## config.mk

```make
export PLATFORM = sky130hd
export DESIGN_NAME = regfile_write_sequencer_flat
export DESIGN_NICKNAME = d
export VERILOG_FILES = /design/src/rtl/regfile_write_sequencer_if.sv /design/src/rtl/regfile_write_sequencer.sv /design/src/flat_wrapper.sv
export SDC_FILE = /design/constraint.sdc
export NUM_CORES = 1
export LEC_CHECK = 0
export ABC_AREA = 1
export CORE_MARGIN = 5
export CORE_UTILIZATION = 61
export DETAILED_ROUTE_END_ITERATION = 8
export PLACE_DENSITY = 0.95
export SYNTH_ARGS = -nofsm -noshare
export SYNTH_HDL_FRONTEND = slang
export SYNTH_SLANG_ARGS = --single-unit
export TNS_END_PERCENT = 30
```

## constraint.sdc

```tcl
create_clock -name clock -period 5.7 [get_ports clock]
set_input_delay 1.14 -clock clock [delete_from_list [all_inputs] [get_ports clock]]
set_output_delay 1.14 -clock clock [all_outputs]
set_load 0.02 [all_outputs]
```

## src/rtl/regfile_write_sequencer_if.sv

```systemverilog
// Result-bus, drain and forwarding signals between the datapath and the
// register-file write sequencer.
interface regfile_write_sequencer_if #(
  parameter int DATA_W = 16,
  parameter int ADDR_W = 2,
  parameter int CNT_W  = 3
);
  logic              in_valid;
  logic              in_ready;
  logic [ADDR_W-1:0] in_reg;
  logic [DATA_W-1:0] in_data;
  logic              flush;
  logic              wb_stall;
  logic              RegWrite;
  logic [ADDR_W-1:0] WR;
  logic [DATA_W-1:0] WD;
  logic [ADDR_W-1:0] lk_reg1;
  logic [ADDR_W-1:0] lk_reg2;
  logic              hit1;
  logic              hit2;
  logic [DATA_W-1:0] fwd1;
  logic [DATA_W-1:0] fwd2;
  logic [CNT_W-1:0]  count;

  modport master (
    output in_valid, in_reg, in_data, flush, wb_stall, lk_reg1, lk_reg2,
    input  in_ready, RegWrite, WR, WD, hit1, hit2, fwd1, fwd2, count
  );

  modport slave (
    input  in_valid, in_reg, in_data, flush, wb_stall, lk_reg1, lk_reg2,
    output in_ready, RegWrite, WR, WD, hit1, hit2, fwd1, fwd2, count
  );
endinterface

```

## src/rtl/regfile_write_sequencer.sv

```systemverilog
// In-order write queue in front of the 4x16 register file with forwarding lookups.
// Optional WB_COALESCE_EN: a push to the newest entry's register merges in place.
module regfile_write_sequencer #(
  parameter int DEPTH  = 4,
  parameter int DATA_W = 16,
  parameter int ADDR_W = 2
) (
  input  logic                       clock,
  input  logic                       reset_n,
  regfile_write_sequencer_if.slave   bus
);
  localparam int PTR_W = $clog2(DEPTH);
  localparam int CNT_W = PTR_W + 1;

  logic [PTR_W-1:0]  head_q, head_d;
  logic [PTR_W-1:0]  tail_q, tail_d;
  logic [CNT_W-1:0]  count_q, count_d;

  logic [ADDR_W-1:0] reg_mem  [DEPTH];
  logic [DATA_W-1:0] data_mem [DEPTH];

  logic empty, full, pop, push_fire, alloc, merge, coal_hit;

  assign empty = (count_q == '0);
  assign full  = (count_q == CNT_W'(DEPTH));

  // Flush takes priority over draining so no partial write escapes a discard.
  assign pop = !empty && !bus.wb_stall && !bus.flush;

`ifdef WB_COALESCE_EN
  logic [PTR_W-1:0] newest_ptr;
  assign newest_ptr = tail_q - PTR_W'(1);
  // A single entry that is leaving this cycle cannot absorb the new result.
  assign coal_hit = !empty && (reg_mem[newest_ptr] == bus.in_reg)
                    && !((count_q == CNT_W'(1)) && pop);
  assign bus.in_ready = !full || coal_hit;
`else
  assign coal_hit     = 1'b0;
  assign bus.in_ready = !full;
`endif

  assign push_fire = bus.in_valid && bus.in_ready && !bus.flush;
  assign alloc     = push_fire && !coal_hit;
  assign merge     = push_fire && coal_hit;

  always_comb begin
    head_d  = head_q;
    tail_d  = tail_q;
    count_d = count_q;
    if (bus.flush) begin
      head_d  = '0;
      tail_d  = '0;
      count_d = '0;
    end else begin
      if (pop)   head_d = head_q + PTR_W'(1);
      if (alloc) tail_d = tail_q + PTR_W'(1);
      count_d = count_q + CNT_W'(alloc) - CNT_W'(pop);
    end
  end

  always_ff @(posedge clock or negedge reset_n) begin
    if (!reset_n) begin
      head_q  <= '0;
      tail_q  <= '0;
      count_q <= '0;
    end else begin
      head_q  <= head_d;
      tail_q  <= tail_d;
      count_q <= count_d;
    end
  end

  // Entry storage needs no reset: validity is implied by head/count.
  always_ff @(posedge clock) begin
    if (alloc) begin
      reg_mem[tail_q]  <= bus.in_reg;
      data_mem[tail_q] <= bus.in_data;
    end
`ifdef WB_COALESCE_EN
    if (merge) begin
      data_mem[newest_ptr] <= bus.in_data;
    end
`endif
  end

  assign bus.RegWrite = pop;
  assign bus.WR       = empty ? '0 : reg_mem[head_q];
  assign bus.WD       = empty ? '0 : data_mem[head_q];
  assign bus.count    = count_q;

  // Entries viewed by age: index 0 is the head (oldest), DEPTH-1 the youngest slot.
  logic [PTR_W-1:0] age_ptr   [DEPTH];
  logic             age_valid [DEPTH];
  logic             age_m1    [DEPTH];
  logic             age_m2    [DEPTH];

  genvar gi;
  generate
    for (gi = 0; gi < DEPTH; gi++) begin : g_age
      assign age_ptr[gi]   = head_q + PTR_W'(gi);
      assign age_valid[gi] = (CNT_W'(gi) < count_q);
      assign age_m1[gi]    = age_valid[gi] && (reg_mem[age_ptr[gi]] == bus.lk_reg1);
      assign age_m2[gi]    = age_valid[gi] && (reg_mem[age_ptr[gi]] == bus.lk_reg2);
    end
  endgenerate

  // Younger matches overwrite older ones, so the newest pending value wins.
  always_comb begin
    bus.hit1 = 1'b0;
    bus.hit2 = 1'b0;
    bus.fwd1 = '0;
    bus.fwd2 = '0;
    for (int k = 0; k < DEPTH; k++) begin
      if (age_m1[k]) begin
        bus.hit1 = 1'b1;
        bus.fwd1 = data_mem[age_ptr[k]];
      end
      if (age_m2[k]) begin
        bus.hit2 = 1'b1;
        bus.fwd2 = data_mem[age_ptr[k]];
      end
    end
  end

  logic unused_merge;
  assign unused_merge = merge;
endmodule

```

## src/flat_wrapper.sv

```systemverilog
// flat-port wrapper written by rule: the top's interface ports become plain ports
module regfile_write_sequencer_flat 
#(
  parameter int DEPTH  = 4,
  parameter int DATA_W = 16,
  parameter int ADDR_W = 2
)
  (clock, reset_n, bus_in_valid, bus_in_reg, bus_in_data, bus_flush, bus_wb_stall, bus_lk_reg1, bus_lk_reg2, bus_in_ready, bus_RegWrite, bus_WR, bus_WD, bus_hit1, bus_hit2, bus_fwd1, bus_fwd2, bus_count);
  regfile_write_sequencer_if #(.DATA_W(DATA_W), .ADDR_W(ADDR_W), .CNT_W(3)) bus_i ();
  input  logic clock;
  input  logic reset_n;
  input wire logic [$bits(bus_i.in_valid)-1:0] bus_in_valid;
  input wire logic [$bits(bus_i.in_reg)-1:0] bus_in_reg;
  input wire logic [$bits(bus_i.in_data)-1:0] bus_in_data;
  input wire logic [$bits(bus_i.flush)-1:0] bus_flush;
  input wire logic [$bits(bus_i.wb_stall)-1:0] bus_wb_stall;
  input wire logic [$bits(bus_i.lk_reg1)-1:0] bus_lk_reg1;
  input wire logic [$bits(bus_i.lk_reg2)-1:0] bus_lk_reg2;
  output wire logic [$bits(bus_i.in_ready)-1:0] bus_in_ready;
  output wire logic [$bits(bus_i.RegWrite)-1:0] bus_RegWrite;
  output wire logic [$bits(bus_i.WR)-1:0] bus_WR;
  output wire logic [$bits(bus_i.WD)-1:0] bus_WD;
  output wire logic [$bits(bus_i.hit1)-1:0] bus_hit1;
  output wire logic [$bits(bus_i.hit2)-1:0] bus_hit2;
  output wire logic [$bits(bus_i.fwd1)-1:0] bus_fwd1;
  output wire logic [$bits(bus_i.fwd2)-1:0] bus_fwd2;
  output wire logic [$bits(bus_i.count)-1:0] bus_count;
  assign bus_i.in_valid = bus_in_valid;
  assign bus_i.in_reg = bus_in_reg;
  assign bus_i.in_data = bus_in_data;
  assign bus_i.flush = bus_flush;
  assign bus_i.wb_stall = bus_wb_stall;
  assign bus_i.lk_reg1 = bus_lk_reg1;
  assign bus_i.lk_reg2 = bus_lk_reg2;
  assign bus_in_ready = bus_i.in_ready;
  assign bus_RegWrite = bus_i.RegWrite;
  assign bus_WR = bus_i.WR;
  assign bus_WD = bus_i.WD;
  assign bus_hit1 = bus_i.hit1;
  assign bus_hit2 = bus_i.hit2;
  assign bus_fwd1 = bus_i.fwd1;
  assign bus_fwd2 = bus_i.fwd2;
  assign bus_count = bus_i.count;
  regfile_write_sequencer #(.DEPTH(DEPTH), .DATA_W(DATA_W), .ADDR_W(ADDR_W)) u_core (.clock(clock), .reset_n(reset_n), .bus(bus_i));
endmodule
```

==> summary.md, run 1 <==
For the aggregate global-route resource usage, the log shows 0.275. The share of the clock period used by the worst path after layout was 0.842. Across all layers, the routed design uses 6470 vias.

The number of antenna violations at the first check in global routing was 0; the HPWL after detailed placement was 12900 um. The total net switching power is 2080 uW, and the height of the die is 113 um. The data arrival time of the critical path is 3.66 ns, and the final critical path time including I/O delays and setup is 4.80 ns.

The leakage power of the design was 0.00350 uW; the number of different library cells in the post-synthesis netlist was 35. Counting instances, the worst hold path has a depth of 2. The run gives 0.084 as the part of the total power dissipated in the clock network. Across all register-to-register paths, the minimum setup slack is 3.38 ns. After technology mapping, the gate count stands at 971. The total power is 3960 uW. After detailed routing, the average wire length per cell comes to 15.0 um. The insertion delay of the later-clocked pin in the worst-skew pair was 0.34 ns; the switching part of the total was 0.524. The count of nets left with antenna violations once routing finished came out at 0. The total count of hold-check failures in the final report was 0; the number of levels the H-tree was split into was 3. The tool flagged a number of max-cap violations equal to 0. The setup TNS was 0 ns; the die area was 12800 um^2. The number of placed instances, taps included, is 1152. Clock root buffer: sky130_fd_sc_hd__clkbuf_8.

The share of layout cells above drive strength 1 came out at 0.0766. Critical path endpoint category: a primary output. The largest fanout on the critical path came out at 56. The worst setup path is of the register to primary output kind. Counting along the longest clock path gives a buffer depth of 2. The residual DRC count was 0. Static timing analysis puts the maximum clock frequency at 208 MHz.

OpenSTA, run right after detailed placement, puts the worst setup slack at 0.969 ns. The number of global-route vias before repair is 5581. The die is 113 um wide. The number of detailed-route iterations in the first pass is 6. The part of the power in registers came out at 0.178. The most common cell type on the critical path was sky130_fd_sc_hd__nand2_1. For this run, the leading register cell type out of synthesis is sky130_fd_sc_hd__edfxtp_1. The path category of the worst min-delay check is register to register.

Excluding fillers, the count of instances in the completed layout stands at 1168. Input and output buffers added on the ports amount to 83. The tools report the end of the worst hold path as u_core.tail_q[1]. Traced cell by cell, the critical path runs through buf_4 -> inv_4 -> nand2_1 -> nand2_1 -> nand3_1 -> nand2_1 -> nand2_1 -> nand2_2 -> nand2_2 -> nand3_1 -> nand2_1 -> nand2_1 -> nand2_1 -> clkdlybuf4s50_1.

Once the clock tree was built, the resizer swapped 0 gates to a different size. For this block, the routed nets add up to 17500 um of wire. For this design, the slowest cell found on the critical path is sky130_fd_sc_hd__clkdlybuf4s50_1.

Clock-pin slew was measured on the worst setup and hold paths at 0.07 ns. For this design the ratio of total power to cell area is 530 nW/um^2. Once routing completed, OpenROAD measured the worst setup slack at 0.903 ns. The number of setup buffers added after CTS is 0. The worst max-slew margin expressed relative to the limit is 0.502. The pin slew with the least headroom to its limit was 0.746 ns. The iteration-0 DRC count of the detailed router is 791, and the number of cells traversed by the worst register-to-register path is 7. The logs give 0.628 for the initial standard-cell utilization of the core and 0.00499 ns for the worst clock skew on the final layout. The total of warnings raised by yosys was 0; the netlist area before placement was 6510 um^2.

The tools report the post-synthesis sequential area ratio as 0.359. The flow ran to the end, and the final reports show no timing, DRC or antenna violations. Destination of the worst register-to-register timing path: u_core.data_mem[0][1].

After clock tree synthesis, the flow added hold-fix buffers numbering 0. Share of synthesized flip-flops with an asynchronous set or reset: 0.0886. In this run, synthesis produced a sequential element count of 79. The worst voltage drop across the vdd grid was 284 uV; the antenna diode instance count was 0.

TritonCTS built the clock tree. On the worst path, the slowest cell contributes a delay of 0.55 ns. Reg-to-reg startpoint: u_core.bus.count[1]. The final number of max-transition violations is 0, and the routability congestion estimate is 0.931. At the worst endpoint, the required time is 4.56 ns. The cell-internal power is 1880 uW, and the count of flip-flops with a built-in enable after synthesis is 72.

STA classifies the critical path startpoint as a register. The first global-routing pass estimated 28100 um of wire. The core outline area is 10400 um^2, and the number of clock sinks is 79. Entering global routing, the biggest net connects 63 pins. For this design the top-level I/O count stands at 84. The average footprint of a synthesized cell was 6.70 um^2. Launch point of the worst hold path: u_core.tail_q[1]. The total overflow left after global routing is 0. Using the TritonRoute via totals, the vias-per-cell ratio works out to 5.54.

The relative area change from synthesis to final layout is 14.8%, and the number of nets in the final layout is 1063. The post-synthesis net count is 1007, and the number of failing setup endpoints in the final timing report is 0. The number of cell rows came out at 37. The relative contribution of combinational cells to total power is 0.738. In this run, CTS created clock tree buffers numbering 9. Setup repair after global routing left no endpoint under its margin.
-- cells by family after synthesis --
group,after synthesis,share of synthesized area
adder cells (fa/ha/maj),9,0.0185
buffers and inverters,170,0.117
XOR/XNOR,4,0.00769
AND/OR/NAND/NOR,556,0.371
flip-flops,79,0.359
AO/OA/AOI/OAI,153,0.126
-- how the worst max path moves through the flow --
| stage | cells past startpoint | start | slack [ns] | end |
|---|---|---|---|---|
| floorplan | 11 | bus_lk_reg2[1] | 2.42 | bus_fwd2[14] |
| global placement | 12 | bus_lk_reg2[1] | 1.03 | bus_fwd2[10] |
| detailed placement | 12 | bus_lk_reg2[1] | 0.97 | bus_fwd2[3] |
| CTS | 14 | u_core.head_q[0] | 0.94 | bus_fwd1[8] |
| global route | 14 | u_core.head_q[0] | 0.57 | bus_fwd1[8] |
| finish | 14 | u_core.head_q[0] | 0.90 | bus_fwd1[8] |
-- per-stage QoR --
stage / instance area, um^2 / hold slack, ns / utilization
2_1_floorplan: 6510 / 0.579 / -
3_3_place_gp: 7320 / 0.610 / 0.706
3_5_place_dp: 7320 / 0.630 / 0.706
4_1_cts: 7470 / 0.644 / 0.721
5_1_grt: 7470 / 0.681 / 0.721
6_report: 7470 / 0.644 / 0.721
-- power by group through the flow --
stage               clock network (uW)  logic, uW  registers [uW]
finish                             331       2920             705
global route                       362       3190             709
CTS                                342       2880             704
detailed placement                   0       2870             717
global placement                     0       2820             714
floorplan                            0       1910             718
-- registers in the layout, summed over array words and instances (netlist names) --
signal            count
u_core.tail_q         2
u_core.bus.count      3
u_core.reg_mem        8
u_core.data_mem      64
u_core.head_q         2
-- routing by layer --
layer  global-route usage  up-vias  share of wire  wire [um]
met1                0.404     2827           0.42       7340
met4                0.100        0          0.025        446
met5                    0        -              0          0
li1                     -     3194              -          -
met2                0.400      404           0.42       7420
met3               0.0604       45           0.13       2340
-- worst max-delay path, delay by kind of cell (launching register included) --
| family | cells | cell delay, ns |
|---|---|---|
| simple gates | 11 | 1.71 |
| buf+inv | 3 | 1.20 |
| flops | 1 | 0.39 |
-- cell usage after synthesis, types with 3 or more instances --
cell	number	area, um^2
sky130_fd_sc_hd__nor2_4	4	45.0
sky130_fd_sc_hd__nor2_1	62	233
sky130_fd_sc_hd__o21ai_0	101	505
sky130_fd_sc_hd__nand3_1	72	360
sky130_fd_sc_hd__a21oi_1	19	95.1
sky130_fd_sc_hd__nand2_4	3	33.8
sky130_fd_sc_hd__clkbuf_1	18	67.6
sky130_fd_sc_hd__or2_1	4	25.0
sky130_fd_sc_hd__nand3_2	3	30.0
sky130_fd_sc_hd__o21ai_1	10	50.1
sky130_fd_sc_hd__nand2_1	356	1340
sky130_fd_sc_hd__or2_2	19	119
sky130_fd_sc_hd__ha_1	8	100
sky130_fd_sc_hd__dfrtp_1	7	175
sky130_fd_sc_hd__nand3b_1	15	113
sky130_fd_sc_hd__nand2_2	12	75.1
sky130_fd_sc_hd__buf_4	8	60.1
sky130_fd_sc_hd__edfxtp_1	72	2160
sky130_fd_sc_hd__o21a_1	22	165
sky130_fd_sc_hd__buf_6	7	78.8
sky130_fd_sc_hd__buf_2	20	100
sky130_fd_sc_hd__inv_1	112	420
-- area by class of cell --
cell class	instances	area, um^2
multi-input cells	722	3410
well taps	136	170
clock inverters	6	27.5
fillers	816	2900
inverters	115	439
flip-flops and latches	79	2340
repair buffers	100	958
clock buffers	10	128
-- placed cells by master (no fill, tap or decap), types with 2 or more instances in the layout --
| cell | netlist | layout |
|---|---|---|
| sky130_fd_sc_hd__xor2_1 | 2 | 2 |
| sky130_fd_sc_hd__or2_2 | 19 | 19 |
| sky130_fd_sc_hd__ha_1 | 8 | 8 |
| sky130_fd_sc_hd__nand3b_1 | 15 | 15 |
| sky130_fd_sc_hd__o21a_1 | 22 | 22 |
| sky130_fd_sc_hd__o21ai_1 | 10 | 10 |
| sky130_fd_sc_hd__clkinv_1 | 0 | 4 |
| sky130_fd_sc_hd__nand3_1 | 72 | 72 |
| sky130_fd_sc_hd__nand2_2 | 12 | 12 |
| sky130_fd_sc_hd__nor2_4 | 4 | 4 |
| sky130_fd_sc_hd__a21oi_1 | 19 | 19 |
| sky130_fd_sc_hd__nand3_2 | 3 | 3 |
| sky130_fd_sc_hd__nor2_2 | 2 | 2 |
| sky130_fd_sc_hd__or2_1 | 4 | 4 |
| sky130_fd_sc_hd__edfxtp_1 | 72 | 72 |
| sky130_fd_sc_hd__xor2_2 | 2 | 2 |
| sky130_fd_sc_hd__o21ai_0 | 101 | 101 |
| sky130_fd_sc_hd__nand2_1 | 356 | 356 |
| sky130_fd_sc_hd__nor2_1 | 62 | 62 |
| sky130_fd_sc_hd__clkbuf_8 | 0 | 9 |
| sky130_fd_sc_hd__nand2_4 | 3 | 3 |
| sky130_fd_sc_hd__inv_1 | 112 | 112 |
| sky130_fd_sc_hd__buf_4 | 8 | 17 |
| sky130_fd_sc_hd__clkdlybuf4s50_1 | 0 | 83 |
| sky130_fd_sc_hd__dfrtp_1 | 7 | 6 |
Power figures use the tool's default switching activity.
==> run 2, diff against run 1 <==
--- a/config.mk
+++ b/config.mk
@@ -7,9 +7,9 @@
 export LEC_CHECK = 0
 export ABC_AREA = 1
 export CORE_MARGIN = 5
-export CORE_UTILIZATION = 61
+export CORE_UTILIZATION = 57
 export DETAILED_ROUTE_END_ITERATION = 8
-export PLACE_DENSITY = 0.95
+export PLACE_DENSITY = 0.91
 export SYNTH_ARGS = -nofsm -noshare
 export SYNTH_HDL_FRONTEND = slang
 export SYNTH_SLANG_ARGS = --single-unit
==> constraint.sdc (replaced) <==
create_clock -name clock -period 4.8 [get_ports clock]
set_input_delay 0.96 -clock clock [delete_from_list [all_inputs] [get_ports clock]]
set_output_delay 0.96 -clock clock [all_outputs]
set_load 0.02 [all_outputs]
==> summary.md, run 2 (synthesized netlist as in run 1, its figures left out) <==
The flow ran to the end, and the final reports show no timing, DRC or antenna violations. The number of CTS-inserted buffers is 9 (unchanged). The run gives 6383 (was 6470) as the number of vias after detailed routing. The number of hold buffers added after cts is 0 (unchanged). For the worst clock skew on the final layout, the log shows 0.00376 ns (was 0.00499 ns). The relative contribution of combinational cells to total power is 0.693 (was 0.738), and the worst slack after detailed placement is 0.473 ns (was 0.969 ns). The number of flip-flops in the largest register works out to 64 (unchanged). The smallest clock period supported by the final layout is computed as 4.53 ns.

The final cell count without fillers was 1174 (was 1168). Clock root buffer: sky130_fd_sc_hd__clkbuf_16 (was sky130_fd_sc_hd__clkbuf_8). The maximum clock rate is 221 MHz, and the remaining antenna violation count after routing is 0 (unchanged).

The setup TNS was 0 ns (unchanged). For the residual DRC count, the log shows 0 (unchanged). The height of the die came out at 117 um (was 113 um). The routability congestion estimate is 0.953 (was 0.931). The number of buffers on the longest clock path is 2 (unchanged).

The total net switching power is 2490 uW (was 2080 uW). The logs give 0.269 ns (was 0.903 ns) for the final worst slack and 8 (was 6) for the number of detailed-route iterations in the first pass. The critical path start-end classification was register to primary output (unchanged). Number of setup buffers added after CTS: 0 (unchanged). The share of layout cells above drive strength 1 works out to 0.0757 (was 0.0766). The slowest cell on the critical path is sky130_fd_sc_hd__clkdlybuf4s50_1 (unchanged). The CTS clock-pin slew for the worst setup and hold paths was 0.06 ns (was 0.07 ns). The number of antenna violations at the first check in global routing was 0 (unchanged); the cell-internal power was 2510 uW (was 1880 uW). The final wirelength is 17900 um (was 17500 um), and the power density over the cells is 654 nW/um^2 (was 530 nW/um^2).

The tools report the data required time of the critical path as 3.84 ns (was 4.56 ns). The kind of start point of the critical path is a register (unchanged). The total count of hold-check failures in the final report is 0 (unchanged). The worst max-slew margin expressed relative to the limit came out at 0.540 (was 0.502). The logs give 0.169 (was 0.178) for the part of the power in registers and 13700 um^2 (was 12800 um^2) for the die area. The tools report the number of gates resized after cts as 0 (unchanged).

The number of nets in the final layout came out at 1062 (was 1063). The relative area change from synthesis to final layout is 17.3% (was 14.8%), and the number of I/O port buffers is 83 (unchanged). The register-to-register setup slack was 2.37 ns (was 3.38 ns).

The routed wire length per instance is 15.2 um (was 15.0 um). Multi-input combinational cell area: 3410 um^2 (unchanged). Average vias per placed instance: 5.44 (was 5.54). The final number of max-transition violations is 0 (unchanged). The initial standard-cell utilization of the core was 0.575 (was 0.628). Number of cell rows: 39 (was 37).

The post-placement cell count was 1158 (was 1152); the largest fanout on the critical path was 29 (was 56). For the number of fillers in the final layout, the log shows 970 (was 816). The aggregate global-route resource usage was 0.267 (was 0.275). The logs give 0.138 (was 0.084) for the part of the total power dissipated in the clock network and 0 (unchanged) for the number of failing setup endpoints in the final timing report. The switching part of the total works out to 0.498 (was 0.524). The antenna diode instance count was 0 (unchanged). The register with the most flip-flops is u_core.data_mem (unchanged). The share of the clock period used by the worst path after layout came out at 0.944. The number of levels the H-tree was split into came out at 3 (unchanged). The logs give 2340 um^2 (unchanged) for the storage element area and 3.57 ns (was 3.66 ns) for the data arrival time of the critical path.

The tools report the worst voltage drop across the vdd grid as 456 uV (was 284 uV). The total of max-cap violations was 0 (unchanged). The insertion delay of the later-clocked pin in the worst-skew pair is 0.33 ns (was 0.34 ns).

The leakage power of the design was 0.00357 uW (was 0.00350 uW). The tools report the boundary pin count as 84 (unchanged). Critical path endpoint category: a primary output (unchanged). The HPWL after detailed placement is 12900 um (about the same), and the delay of the slowest cell on the worst path is 0.60 ns (was 0.55 ns).

The core outline area is 11300 um^2 (was 10400 um^2), and the pin count of the biggest net entering global routing is 61 (was 63). Leading cell types in the layout, fill and taps excluded: sky130_fd_sc_hd__nand2_1 (356), sky130_fd_sc_hd__inv_1 (112), sky130_fd_sc_hd__o21ai_0 (101) (unchanged). The most common cell type on the critical path is sky130_fd_sc_hd__nand2_1 (unchanged). The iteration-0 DRC count of the detailed router was 891 (was 791).

The die span in x came out at 117 um (was 113 um). List of cells traversed by the critical path: buf_4 -> nand2_1 -> nand2_2 -> nand2_1 -> nand3_1 -> nand2_1 -> nor2_4 -> nand2_4 -> nand2_1 -> nand2_1 -> nand2_1 -> nand2_1 -> nand2_1 -> clkdlybuf4s50_1 (was buf_4 -> inv_4 -> nand2_1 -> nand2_1 -> nand3_1 -> nand2_1 -> nand2_1 -> nand2_2 -> nand2_2 -> nand3_1 -> nand2_1 -> nand2_1 -> nand2_1 -> clkdlybuf4s50_1). The overall overflow remaining after global route was 0 (unchanged). The pin slew with the least headroom to its limit is 0.683 ns (was 0.746 ns). The number of global-route vias before repair was 5541 (was 5581).

TritonCTS built the clock tree. Setup repair after global routing left no endpoint under its margin. First-pass GRT wire length: 28200 um (was 28100 um). The path category of the worst min-delay check was register to register (unchanged). The commonest non-fill, non-tap cell in the layout was sky130_fd_sc_hd__nand2_1 (unchanged). Number of clock sinks: 79 (unchanged).
-- run 2: final cells by class --
cell class                 instances  area share
timing repair buffer              99       0.126
sequential                        79       0.306
clock inverter                     6     0.00983
tap                              143      0.0234
clock buffer                      10      0.0300
multi-input combinational        722       0.447
inverter                         115      0.0575
-- run 2: per-stage QoR --
| stage | util | total power (uW) | hold slack, ns | instance area, um^2 |
|---|---|---|---|---|
| global placement | 0.648 | 4180 | 0.613 | 7330 |
| detailed placement | 0.648 | 4250 | 0.629 | 7330 |
| CTS | 0.675 | 4960 | 0.637 | 7640 |
| floorplan | - | 3120 | 0.579 | 6510 |
| global route | 0.675 | 5370 | 0.692 | 7640 |
| finish | 0.675 | 5000 | 0.633 | 7640 |
-- run 2: layer usage --
metal,share of wire,track usage,routed length [um],vias up
li1,-,-,-,3193
met1,0.42,0.393,7480,2770
met2,0.44,0.400,7830,386
met3,0.13,0.0566,2250,34
met4,0.019,0.0719,331,0
met5,0,0,0,-
-- run 2: path summary, 6_finish.rpt --
| kind | start | endpoint | cells past startpoint |
|---|---|---|---|
| max | u_core.head_q[1] | bus_fwd2[0] | 14 |
| max in group asynchronous | reset_n | u_core.head_q[0] | 1 |
| min reg2reg | u_core.tail_q[1] | u_core.tail_q[1] | 2 |
| max reg2reg | u_core.bus.count[2] | u_core.bus.count[2] | 9 |
| min in group asynchronous | reset_n | u_core.tail_q[0] | 1 |
| min | u_core.tail_q[1] | u_core.tail_q[1] | 2 |
-- run 2: power groups by stage --
stage               Combinational [uW]  Clock [uW]  Sequential, uW
finish                            3460         688             845
floorplan                         2270           0             853
global route                      3790         728             851
CTS                               3420         694             844
global placement                  3330           0             855
detailed placement                3390           0             858
-- run 2: critical path, delay by kind of cell (launching register included) --
| kind | cells | cell delay (ns) |
|---|---|---|
| buf+inv | 2 | 0.99 |
| simple gates | 12 | 1.69 |
| flops | 1 | 0.55 |
==> run 3, diff against run 2 <==
--- a/config.mk
+++ b/config.mk
@@ -6,7 +6,6 @@
 export NUM_CORES = 1
 export LEC_CHECK = 0
 export ABC_AREA = 1
-export CORE_MARGIN = 5
 export CORE_UTILIZATION = 57
 export DETAILED_ROUTE_END_ITERATION = 8
 export PLACE_DENSITY = 0.91
==> summary.md, run 3 (synthesized netlist as in run 1, its figures left out) <==
The CTS clock-pin slew for the worst setup and hold paths is 0.06 ns (about the same). The total net switching power came out at 2500 uW (was 2490 uW). Power density over the cells: 651 nW/um^2 (was 654 nW/um^2).

The maximum clock rate was 225 MHz (was 221 MHz); the number of flip-flops in the largest register was 64 (unchanged). The switching part of the total works out to 0.504 (was 0.498). The critical path start-end classification was register to primary output (unchanged).

For the final number of max-transition violations, the log shows 0 (unchanged). The number of fillers in the final layout is 901 (was 970). The data required time of the critical path is 3.84 ns (about the same), and the number of levels the H-tree was split into is 3 (unchanged). The average vias per placed instance is 5.54 (was 5.44). The relative area change from synthesis to final layout is 17.2% (was 17.3%), and the worst clock skew on the final layout is 0.00277 ns (was 0.00376 ns).

The register-to-register setup slack was 2.34 ns (was 2.37 ns); the number of gates resized after cts was 0 (unchanged). The first-pass GRT wire length was 26900 um (was 28200 um); the total of max-cap violations was 0 (unchanged). Reg-to-reg startpoint: u_core.bus.count[2] (unchanged).

The iteration-0 DRC count of the detailed router was 767 (was 891). The run finished with clean final reports. The run gives 0.352 ns (was 0.269 ns) as the final worst slack. The final critical path time including I/O delays and setup came out at 4.45 ns (was 4.53 ns). The start point of the critical path was u_core.head_q[1] (unchanged).

Remaining antenna violation count after routing: 0 (unchanged). Routed wire length per instance: 14.9 um (was 15.2 um). The end point of the critical path is bus_fwd1[14] (was bus_fwd2[0]). For the antenna diode instance count, the log shows 0 (unchanged). The tools report the residual DRC count as 0 (unchanged). The kind of start point of the critical path is a register (unchanged). The worst voltage drop across the vdd grid came out at 423 uV (was 456 uV). The number of setup buffers added after CTS was 0 (unchanged); the number of buffers on the longest clock path was 2 (unchanged).

List of cells traversed by the critical path: inv_6 -> nand2_1 -> nand2_1 -> nand2_1 -> nand2_1 -> nand2_1 -> nand2_2 -> nand2_2 -> nand3_1 -> nand2_1 -> nand2_1 -> nand2_1 -> clkdlybuf4s50_1 (was buf_4 -> nand2_1 -> nand2_2 -> nand2_1 -> nand3_1 -> nand2_1 -> nor2_4 -> nand2_4 -> nand2_1 -> nand2_1 -> nand2_1 -> nand2_1 -> nand2_1 -> clkdlybuf4s50_1). The logs give 0 (unchanged) for the total count of hold-check failures in the final report and 0.694 (was 0.693) for the relative contribution of combinational cells to total power. Worst max-slew margin expressed relative to the limit: 0.558 (was 0.540). For the data arrival time of the critical path, the log shows 3.49 ns (was 3.57 ns). The share of layout cells above drive strength 1 came out at 0.0823 (was 0.0757). Most common cell type on the critical path: sky130_fd_sc_hd__nand2_1 (unchanged).

The number of global-route vias before repair is 5367 (was 5541), and the number of vias after detailed routing is 6501 (was 6383). The core outline area was 11000 um^2 (was 11300 um^2). Critical path endpoint category: a primary output (unchanged).

Clock root buffer: sky130_fd_sc_hd__clkbuf_16 (unchanged). Initial standard-cell utilization of the core: 0.593 (was 0.575). The pin slew with the least headroom to its limit is 0.656 ns (was 0.683 ns). The number of failing setup endpoints in the final timing report came out at 0 (unchanged). The aggregate global-route resource usage was 0.298 (was 0.267); the boundary pin count was 84 (unchanged). Slowest cell on the critical path: sky130_fd_sc_hd__dfrtp_1 (was sky130_fd_sc_hd__clkdlybuf4s50_1). Number of detailed-route iterations in the first pass: 7 (was 8). The height of the die was 109 um (was 117 um).

For the number of nets in the final layout, the log shows 1064 (was 1062). The share of the clock period used by the worst path after layout is 0.927 (was 0.944). Number of cell rows: 38 (was 39). Setup repair after global routing left no endpoint under its margin. For the number of clock sinks, the log shows 79 (unchanged).

The HPWL after detailed placement came out at 12600 um (was 12900 um). The destination of the worst register-to-register timing path was u_core.bus.count[2] (unchanged). The tools report the leakage power of the design as 0.00357 uW (about the same). TritonCTS built the clock tree. The logs give 0 ns (unchanged) for the setup TNS and 0.939 (was 0.953) for the routability congestion estimate.

The number of cells traversed by the worst register-to-register path came out at 10 (was 9). For the pin count of the biggest net entering global routing, the log shows 49 (was 61). The cell-internal power came out at 2470 uW (was 2510 uW). The logs give 0.573 ns (was 0.473 ns) for the worst slack after detailed placement and 17400 um (was 17900 um) for the final wirelength.

Leading cell types in the layout, fill and taps excluded: sky130_fd_sc_hd__nand2_1 (356), sky130_fd_sc_hd__inv_1 (112), sky130_fd_sc_hd__o21ai_0 (101) (unchanged). The run gives 0.173 (was 0.169) as the part of the power in registers. Die area: 11900 um^2 (was 13700 um^2). The register with the most flip-flops was u_core.data_mem (unchanged).

Core occupancy in the finished layout: 0.695 (was 0.675). The number of I/O port buffers is 83 (unchanged), and the insertion delay of the later-clocked pin in the worst-skew pair is 0.33 ns (about the same). The die span in x was 109 um (was 117 um).

The largest fanout on the critical path works out to 45 (was 29). Path category of the worst min-delay check: register to register (unchanged). The delay of the slowest cell on the worst path was 0.73 ns (was 0.60 ns). The part of the total power dissipated in the clock network came out at 0.133 (was 0.138). The commonest non-fill, non-tap cell in the layout is sky130_fd_sc_hd__nand2_1 (unchanged). The number of CTS-inserted buffers was 9 (unchanged).

The number of hold buffers added after cts was 0 (unchanged); the number of antenna violations at the first check in global routing was 0 (unchanged). The overall overflow remaining after global route was 0 (unchanged).
[run 3: cell types whose count changed in the layout (fill, tap and decap cells not counted)]
cell                         before  now
sky130_fd_sc_hd__clkbuf_1         1    0
sky130_fd_sc_hd__clkinv_1         4    0
sky130_fd_sc_hd__clkinv_4         0    3
sky130_fd_sc_hd__buf_4           15   18
sky130_fd_sc_hd__clkinv_2         0    2
sky130_fd_sc_hd__bufinv_16        2    1
sky130_fd_sc_hd__clkinvlp_4       0    1
sky130_fd_sc_hd__buf_12           1    0
[run 3: worst min path at each step]
stage	start	endpoint	slack [ns]	cells after the start
final	u_core.tail_q[1]	u_core.tail_q[1]	0.64	2
after global routing	u_core.tail_q[1]	u_core.tail_q[1]	0.70	2
after global placement	u_core.tail_q[1]	u_core.tail_q[1]	0.61	2
after detailed placement	u_core.tail_q[1]	u_core.tail_q[1]	0.64	2
after CTS	u_core.tail_q[1]	u_core.tail_q[1]	0.65	2
after floorplan	u_core.tail_q[1]	u_core.tail_q[1]	0.58	2
[run 3: critical path, delay by kind of cell, from the launching register on]
family                 cells  cell delay [ns]
DFF                        1             0.73
buffers and inverters      2             0.86
and+or+nand+nor           11             1.55
[run 3: metal layers]
metal,track usage,vias to the layer above,wire [um]
met1,0.447,2860,7500
met3,0.0508,33,2120
met4,0.0811,0,252
li1,-,3204,-
met5,0,-,0
met2,0.440,404,7560
[run 3: area by class of cell]
cell class	instances	area [um^2]	share of cell area
Multi-Input combinational cell	722	3410	0.447
Sequential cell	79	2340	0.306
Timing Repair Buffer	101	966	0.127
Inverter	115	439	0.0576
Clock buffer	9	225	0.0295
Tap cell	140	175	0.0230
Clock inverter	7	73.8	0.00967
[run 3: metrics by stage]
step	power, uW	instance area [um^2]	instances	hold slack (ns)
floorplan	3120	6510	971	0.579
global placement	4180	7330	1157	0.607
detailed placement	4250	7330	1157	0.637
CTS	4920	7630	1173	0.649
global route	5310	7630	1173	0.697
finish	4970	7630	1173	0.643
[run 3: power by group through the flow]
stage               Combinational [uW]  Sequential (uW)  Clock (uW)
floorplan                         2270              853           0
global placement                  3310              868           0
detailed placement                3380              871           0
CTS                               3390              858         666
global route                      3740              865         699
finish                            3450              859         660
